### src/rtl/obi_pipelined_issue_pkg.sv
// Constants shared by the pipelined OBI issue stage and its credit counter.
package obi_pipelined_issue_pkg;

  typedef enum logic [1:0] {
    IDLE,
    ISSUE,
    WAIT_GNT_CLR
  } obi_issue_fsm_t;

  localparam logic [31:0] OBI_TIMEOUT_RDATA = 32'hDEAD_BEEF;

endpackage

### src/rtl/obi_pkg.sv
// Shared OBI channel types: request bundle towards a subordinate and its grant/response bundle.
package obi_pkg;

  typedef struct packed {
    logic        req;
    logic        we;
    logic [3:0]  be;
    logic [31:0] addr;
    logic [31:0] wdata;
  } obi_req_t;

  typedef struct packed {
    logic        gnt;
    logic        rvalid;
    logic [31:0] rdata;
  } obi_resp_t;

endpackage

### src/rtl/obi_issue_credit_cnt.sv
// Saturating up/down count of in-flight OBI transactions; flags responses that arrive with nothing in flight.
module obi_issue_credit_cnt #(
  parameter  int unsigned MAX_OUTSTANDING = 2,
  localparam int unsigned CNT_W           = $clog2(MAX_OUTSTANDING + 1)
) (
  input  logic             clk_i,
  input  logic             rst_ni,
  input  logic             inc_i,
  input  logic             dec_i,
  output logic [CNT_W-1:0] count_o,
  output logic             avail_o,
  output logic             dec_ok_o,
  output logic             err_o
);

  logic [CNT_W-1:0] count_q;
  logic             err_q;
  logic             inc_ok;
  logic             stray;

  assign avail_o  = (count_q < CNT_W'(MAX_OUTSTANDING));
  assign inc_ok   = inc_i & avail_o;
  assign dec_ok_o = dec_i & (count_q != '0);
  assign stray    = dec_i & (count_q == '0);

  // NOTE: state registers use non-blocking assignments so every flop samples pre-edge values.
  always_ff @(posedge clk_i) begin
    if (!rst_ni) begin
      count_q <= '0;
      err_q   <= 1'b0;
    end else begin
      case ({inc_ok, dec_ok_o})
        2'b10:   count_q <= count_q + CNT_W'(1);
        2'b01:   count_q <= count_q - CNT_W'(1);
        default: count_q <= count_q;
      endcase
      if (stray) err_q <= 1'b1;
    end
  end

  assign count_o = count_q;
  assign err_o   = err_q;

endmodule

### src/rtl/obi_pipelined_issue.sv
// Holds one master request and re-issues it into the OBI pipeline register until granted.
// Optional response watchdog compiled in with `define OBI_ISSUE_TIMEOUT_EN.
module obi_pipelined_issue
  import obi_pkg::*;
  import obi_pipelined_issue_pkg::*;
#(
  parameter  int unsigned MAX_OUTSTANDING = 2,
  parameter  int unsigned TIMEOUT_CYCLES  = 256,
  localparam int unsigned CNT_W           = $clog2(MAX_OUTSTANDING + 1)
) (
  input  logic             clk_i,
  input  logic             rst_ni,
  input  obi_req_t         mst_req_i,
  output obi_resp_t        mst_resp_o,
  output obi_req_t         pipe_req_o,
  input  obi_resp_t        pipe_resp_i,
  output logic [CNT_W-1:0] outstanding_o,
  output logic             err_o,
  output logic             timeout_o
);

  if (MAX_OUTSTANDING < 1 || MAX_OUTSTANDING > 15 || TIMEOUT_CYCLES < 1) begin : g_bad_param
    $error("obi_pipelined_issue: parameter out of range");
  end

  obi_issue_fsm_t state_q, state_d;

  logic        hold_we;
  logic [3:0]  hold_be;
  logic [31:0] hold_addr;
  logic [31:0] hold_wdata;

  logic credit_avail;
  logic mst_gnt;
  logic mst_hs;
  logic rsp_valid;
  logic timeout_fire;

  assign mst_gnt = mst_req_i.req & (state_q == IDLE) & credit_avail;
  assign mst_hs  = mst_gnt;

  obi_issue_credit_cnt #(
    .MAX_OUTSTANDING (MAX_OUTSTANDING)
  ) i_credit_cnt (
    .clk_i    (clk_i),
    .rst_ni   (rst_ni),
    .inc_i    (mst_hs),
    .dec_i    (pipe_resp_i.rvalid | timeout_fire),
    .count_o  (outstanding_o),
    .avail_o  (credit_avail),
    .dec_ok_o (rsp_valid),
    .err_o    (err_o)
  );

  always_ff @(posedge clk_i) begin
    if (!rst_ni) state_q <= IDLE;
    else         state_q <= state_d;
  end

  // NOTE: state_d gets a default before the case so no path leaves it unassigned (no latch).
  always_comb begin
    state_d = state_q;
    case (state_q)
      IDLE:         if (mst_hs) state_d = ISSUE;
      ISSUE: begin
        if (timeout_fire)         state_d = IDLE;
        else if (pipe_resp_i.gnt) state_d = WAIT_GNT_CLR;
      end
      WAIT_GNT_CLR: state_d = mst_hs ? ISSUE : IDLE;
      default:      state_d = IDLE;
    endcase
  end

  // NOTE: holding data is reset too, because pipe_req_o exposes it even while req is low.
  always_ff @(posedge clk_i) begin
    if (!rst_ni) begin
      hold_we    <= 1'b0;
      hold_be    <= '0;
      hold_addr  <= '0;
      hold_wdata <= '0;
    end else if (mst_hs) begin
      hold_we    <= mst_req_i.we;
      hold_be    <= mst_req_i.be;
      hold_addr  <= mst_req_i.addr;
      hold_wdata <= mst_req_i.wdata;
    end
  end

  // req drops in WAIT_GNT_CLR: the stage's registered gnt lags, so re-asserting would double-issue.
  always_comb begin
    pipe_req_o       = '0;
    pipe_req_o.req   = (state_q == ISSUE);
    pipe_req_o.we    = hold_we & (state_q == ISSUE);
    pipe_req_o.be    = hold_be;
    pipe_req_o.addr  = hold_addr;
    pipe_req_o.wdata = hold_wdata;

    mst_resp_o        = '0;
    mst_resp_o.gnt    = mst_gnt;
    mst_resp_o.rvalid = rsp_valid;
    mst_resp_o.rdata  = timeout_fire ? OBI_TIMEOUT_RDATA : pipe_resp_i.rdata;
  end

`ifdef OBI_ISSUE_TIMEOUT_EN
  localparam int unsigned WD_W = $clog2(TIMEOUT_CYCLES + 1);

  logic [WD_W-1:0] wd_q;

  assign timeout_fire = (outstanding_o != '0) & ~pipe_resp_i.rvalid
                      & (wd_q == WD_W'(TIMEOUT_CYCLES - 1));

  always_ff @(posedge clk_i) begin
    if (!rst_ni) begin
      wd_q <= '0;
    end else if (pipe_resp_i.rvalid || timeout_fire || (outstanding_o == '0)) begin
      wd_q <= '0;
    end else begin
      wd_q <= wd_q + WD_W'(1);
    end
  end

  assign timeout_o = timeout_fire;
`else
  assign timeout_fire = 1'b0;
  assign timeout_o    = 1'b0;
`endif

endmodule

### config.mk
export PLATFORM = sky130hd
export DESIGN_NAME = obi_pipelined_issue
export DESIGN_NICKNAME = d
export VERILOG_FILES = /design/src/rtl/obi_pipelined_issue_pkg.sv /design/src/rtl/obi_pkg.sv /design/src/rtl/obi_issue_credit_cnt.sv /design/src/rtl/obi_pipelined_issue.sv
export SDC_FILE = /design/constraint.sdc
export NUM_CORES = 1
export LEC_CHECK = 0
export BUFFER_PORTS_ARGS = -buffer_cell sky130_fd_sc_hd__clkbuf_2
export CORE_AREA = 2 2 141 74
export DETAILED_ROUTE_END_ITERATION = 7
export DIE_AREA = 0 0 143 76
export GPL_ROUTABILITY_DRIVEN = 0
export HOLD_SLACK_MARGIN = 0.03
export PLACE_DENSITY = 0.74
export REMOVE_ABC_BUFFERS = 1
export SLEW_MARGIN = 40
export SYNTH_ARGS = -nofsm -noshare
export SYNTH_HDL_FRONTEND = slang
export SYNTH_HIERARCHICAL = 1
export SYNTH_SLANG_ARGS = --single-unit
### constraint.sdc
create_clock -name clk_i -period 2.8 [get_ports clk_i]
set_input_delay 0.42 -clock clk_i [delete_from_list [all_inputs] [get_ports clk_i]]
set_output_delay 0.42 -clock clk_i [all_outputs]
set_load 0.01 [all_outputs]
## Yosys cells after proc, flatten, opt, wreduce, memory -nomap -nowiden

Index checks and enable logic that the tools add are counted.

| cells by class | value |
|---|---|
| reduce and logical (&&, ||, !) cells | 5 |
| shift-type cells | 0 |
| div/mod/pow operators | 0 |
| bitwise operators | 6 |
| mux-type cells | 5 |
| add/sub/neg operators | 2 |
| equality and inequality tests | 6 |
| $lt $le $gt $ge | 1 |
| $mul | 0 |

Operator list:

| operator | number |
|---|---|
| $and A1 B1 Y1 | 6 |
| $pmux W2 S3 | 1 |
| $eq A2 B1 Y1 const B | 2 |
| $eq A2 B2 Y1 const B | 2 |
| $logic_not A2 Y1 | 2 |
| $mux W2 | 2 |
| $ne A2 B1 Y1 const B | 2 |
| $pmux W2 S2 | 1 |
| $reduce_bool A2 Y1 | 2 |
| $add A2 B1 Y2 const B | 1 |
| $lt A2 B2 Y1 const B | 1 |
| $reduce_and A2 Y1 | 1 |
| $sub A2 B1 Y2 const B | 1 |
| $mux W1 | 1 |

| word-level totals | value |
|---|---|
| latch bits | 0 |
| input port bits | 106 |
| register bits after elaboration | 74 |
| ROM bits | 0 |
| memory bits (writable) | 0 |
| memories kept | 0 |
| logic and storage cells | 32 |

## Logic depth before layout (Yosys ltp)

| logic depth | value |
|---|---|
| depth in word-level cells | 6 |
| mapped depth | 9 |
| depth with buffers taken out | 7 |

## Modules after synthesis

The synthesis kept the hierarchy.

Modules (own cells, without submodules):

| module | seq. area each (µm²) | area an instance (µm²) | cells an instance | times used |
|---|---|---|---|---|
| obi_pipelined_issue | 1421.4 | 3176.8 | 345 | 1 |
| obi_issue_credit_cnt | 60.1 | 143.9 | 16 | 1 |

## Worst setup path after synthesis

Ideal clock, no wire load.

| path | value |
|---|---|
| path kind | flip-flop to flip-flop |
| from | register i_credit_cnt.count_q[1], in the netlist i_credit_cnt/count_o[1] |
| to | register i_credit_cnt.count_q[1], in the netlist i_credit_cnt/count_o[1] |
| setup slack | 944 ps |
| required time | 2730 ps |
| stages on the path, launching flop included | 9 |
| library setup time | 70 ps |
| arrival | 1786 ps |
| cells stage by stage | dfxtp_1 inv_1 and4bb_1 buf_6 buf_12 nand2_1 ha_1 or3_1 a21boi_1 |

| on the way | value |
|---|---|
| cells in the longest elaborated chain, start to end | 5 |
| elaborated cells between the ends (all ways) | 11 |

RTL lines:

| element | RTL line | RTL |
|---|---|---|
| start, declared | obi_issue_credit_cnt.sv:16 | `logic [CNT_W-1:0] count_q;` |
| start signal, assigned | obi_issue_credit_cnt.sv:33 | `2'b10: count_q <= count_q + CNT_W'(1);` |
| start signal, assigned | obi_issue_credit_cnt.sv:34 | `2'b01: count_q <= count_q - CNT_W'(1);` |
| start signal, assigned | obi_issue_credit_cnt.sv:35 | `default: count_q <= count_q;` |
| $lt A2 B2 Y1 (*) | obi_issue_credit_cnt.sv:21 | `assign avail_o = (count_q < CNT_W'(MAX_OUTSTANDING));` |
| via credit_avail | obi_pipelined_issue.sv:33 | `logic credit_avail;` |
| $and A1 B1 Y1 (*) | obi_pipelined_issue.sv:39 | `assign mst_gnt = mst_req_i.req & (state_q == IDLE) & credit_avail;` |
| via mst_gnt | obi_pipelined_issue.sv:34 | `logic mst_gnt;` |
| $and A1 B1 Y1 (*) | obi_issue_credit_cnt.sv:22 | `assign inc_ok = inc_i & avail_o;` |
| $eq A2 B1 Y1 / $eq A2 B2 Y1 (equally long branches) | obi_issue_credit_cnt.sv:32 | `case ({inc_ok, dec_ok_o})` |
| $pmux W2 S2 / $reduce_bool A2 Y1 (equally long branches) | - |  |

The timed path passes the listed nets; every way through them passes the cells marked *.
A chain may end at the register's enable or synchronous reset.

==> reports/metrics.yaml <==
status: "finished, final reports clean"
worst_slew_pin_slew_ns: 0.700
port-buffer-count: 148
htree_levels: 3
max-cap-violations: 0
seq_area_um2: 1480
crit_path_max_incr_delay_ns: 0.36
leakage_nw: 2.00
worstSetupEndpoint: "mst_resp_o[33]"
stdcell_area_um2: 4050
crit_type: "reg -> out"
synth_flop_cell: "dfxtp_1"
cts_tree: "built"
diodes: 0
layout.nets: 572
wirelength_mm: 7.93
synth_area_um2: 3320
first_pass_iters: 4
crit_arrival_ns: 1.62
multi_input_area_um2: 1340
core_area_um2: 9790
crit_buf_inv: 3
cts_max_path_buffers: 2
synth_top_area_share_pct: 44.6
die_h_um: 76
num_vias: 2623
clkSinkCount: 74
worstPathRequired_ns: 2.38
r2r_slack_ns: 1.03
grt_max_degree: 76
path_max_fanout: 17
post_cts_resize_count: 0
cts_root_buf: "clkbuf_16"
synth_top_cells_by_count: "nand2_1 (139), dfxtp_1 (74), mux2i_1 (69), buf_4 (36), buf_2 (12)"
min_period_over_period_pct: 72.9
pre_cts_ws_ns: 0.946
ios: 214
gr-usage-met1_pct: 18.1
postCtsSetupBuffers: 0
drive_gt1_share_pct: 35.6
worst_slack_ns: 0.760
layout_min_cycle_time_ns: 2.04
comb_power_share_pct: 25.6
ant_nets: 0
switchingPower_mw: 0.906
nFillCells: 967
cts_hold_buf: 0
slew_violations: 0
hold_path_class: "in -> reg"
yosysMostFrequentCell: "nand2_1"
finalHoldViolations: 0
cp.depth: 4
fp-row-count: 26
start_util_pct: 33.9
synth-seq-cells: 74
synthTopCellsByArea: "dfxtp_1 (45%), mux2i_1 (21%), nand2_1 (16%)"
dr.first_iter.drc_count: 43
synth_cell_types: 23
start_kind: "flip-flop"
die_area_um2: 10900
placed_area_um2: 3800
tns_ns: 0
utilization_pct: 41.3
critPathCaptureType: "output pin"
grt.busiest_layer: "met2"
dp.cells: 594
dieWidth_um: 143
final_cells: 609
yosysSeqAreaShare_pct: 44.6
synthArstFlopShare_pct: 0
synth_edf_count: 0
vias_per_cell: 4.31
crit_chain: "inv_1 > and4bb_4 > buf_4 > clkbuf_2"
grt_use_total_pct: 14.3
cp_top_family: "buffers and inverters"
worstReg2RegStart: "i_credit_cnt/count_o[1]$_SDFFE_PN0P_"
total_power_mw: 3.08
cpMaxStageDelayCell: "and4bb_4"
wl_per_cell_um: 13.0
internal_power_mw: 2.18
yosysWarnings: 6
yosysTopAreaCell: "dfxtp_1"
drc: 0
first_global_vias: 2491
grt_overflow: 0
fin_skew_ns: 0.00541
p_seq_share_pct: 42.5
swShare_pct: 29.4
use_met3_pct: 10.7
powerDensity_nw_per_um2: 762
use_met2_pct: 18.7
synthToLayoutAreaGrowth_pct: 21.9
holdWs_ns: 0.320
antenna_found_initial: 0
cts_inserted_buffers: 9
startpoint: "i_credit_cnt/count_o[1]$_SDFFE_PN0P_"
setup_viol_count_final: 0
relSlewSlack_pct: 53.4
synthCells: 361
rsz0062_at_grt: "no"
hpwl_mm: 5.96
insertion_delay_ns: 0.33
syn_area_per_cell_um2: 9.20
grt_pass1_wl_mm: 12.1
reg2reg_to: "i_credit_cnt/count_o[1]$_SDFFE_PN0P_"
p_clk_share_pct: 31.9
reg2reg_depth: 6
max_freq_mhz: 490
peakVddDrop_uv: 276
clkTransAtPathRegs_ns: 0.05
## cell usage in the layout (no fill, tap or decap), types with 2 or more instances in the layout
cell type,n
clkbuf_16,9
mux2i_1,69
nand2_1,139
and2_1,2
clkinv_2,4
nor2b_1,3
dfxtp_1,74
xnor2_1,2
clkbuf_2,147
buf_4,5
clkbuf_1,2
## power by group through the flow
stage	clock network [mW]	logic (mW)	registers [mW]
final	0.985	0.789	1.31
after global routing	1.07	0.866	1.33
after CTS	1.03	0.799	1.31
after detailed placement	0	0.799	1.33
after global placement	0	0.777	1.32
after floorplan	0	0.445	1.40
## final cells by class
cell class / count / share of cell area, %
flip-flops and latches: 74 / 36.6
clock buffers: 11 / 5.75
clock inverters: 4 / 0.494
multi-input cells: 226 / 33.2
well taps: 140 / 4.33
repair buffers: 153 / 19.6
inverters: 1 / 0.0927
## how the worst min path moves through the flow
stage | endpoint | cells past startpoint | slack (ns) | from
2_1_floorplan | hold_we$_SDFFE_PN0P_ | 2 | 0.43 | hold_we$_SDFFE_PN0P_
3_3_place_gp | hold_wdata[24]$_SDFFE_PN0P_ | 2 | 0.44 | hold_wdata[24]$_SDFFE_PN0P_
3_5_place_dp | hold_addr[5]$_SDFFE_PN0P_ | 2 | 0.45 | hold_addr[5]$_SDFFE_PN0P_
4_1_cts | hold_addr[31]$_SDFFE_PN0P_ | 3 | 0.30 | mst_req_i[63]
5_1_grt | hold_wdata[30]$_SDFFE_PN0P_ | 3 | 0.32 | mst_req_i[30]
6_report | hold_wdata[9]$_SDFFE_PN0P_ | 3 | 0.32 | mst_req_i[9]
## sequential cells by signal (all words and copies together), names as in the netlist
register              flops
hold_be                   4
i_credit_cnt/count_o      2
hold_addr                32
hold_we                   1
state_q                   2
i_credit_cnt/err_o        1
hold_wdata               32
## logic make-up (layout without fill, tap and decap cells)
family                   count (synthesis)  count (layout)  share of synthesized area, %
AO/OA/AOI/OAI                            4               4                         0.753
XOR/XNOR                                 2               2                         0.528
adder cells (fa/ha/maj)                  1               1                         0.377
buffers and inverters                   61             169                          15.1
flip-flops                              74              74                          44.6
multiplexers                            69              69                          20.8
other                                    1               1                         0.113
AND/OR/NAND/NOR                        149             149                          17.7
## worst min-delay path, delay by kind of cell
family        cells  cell delay, ns
simple gates      1            0.04
buf+inv           1            0.08
mux               1            0.05
## routing by layer
metal	share of wire [%]	vias to the layer above
met4	0.93	0
met5	0	-
met1	47	1147
met2	37	144
met3	15	8
li1	-	1324
Note: power is estimated with default switching activity, not from simulation.
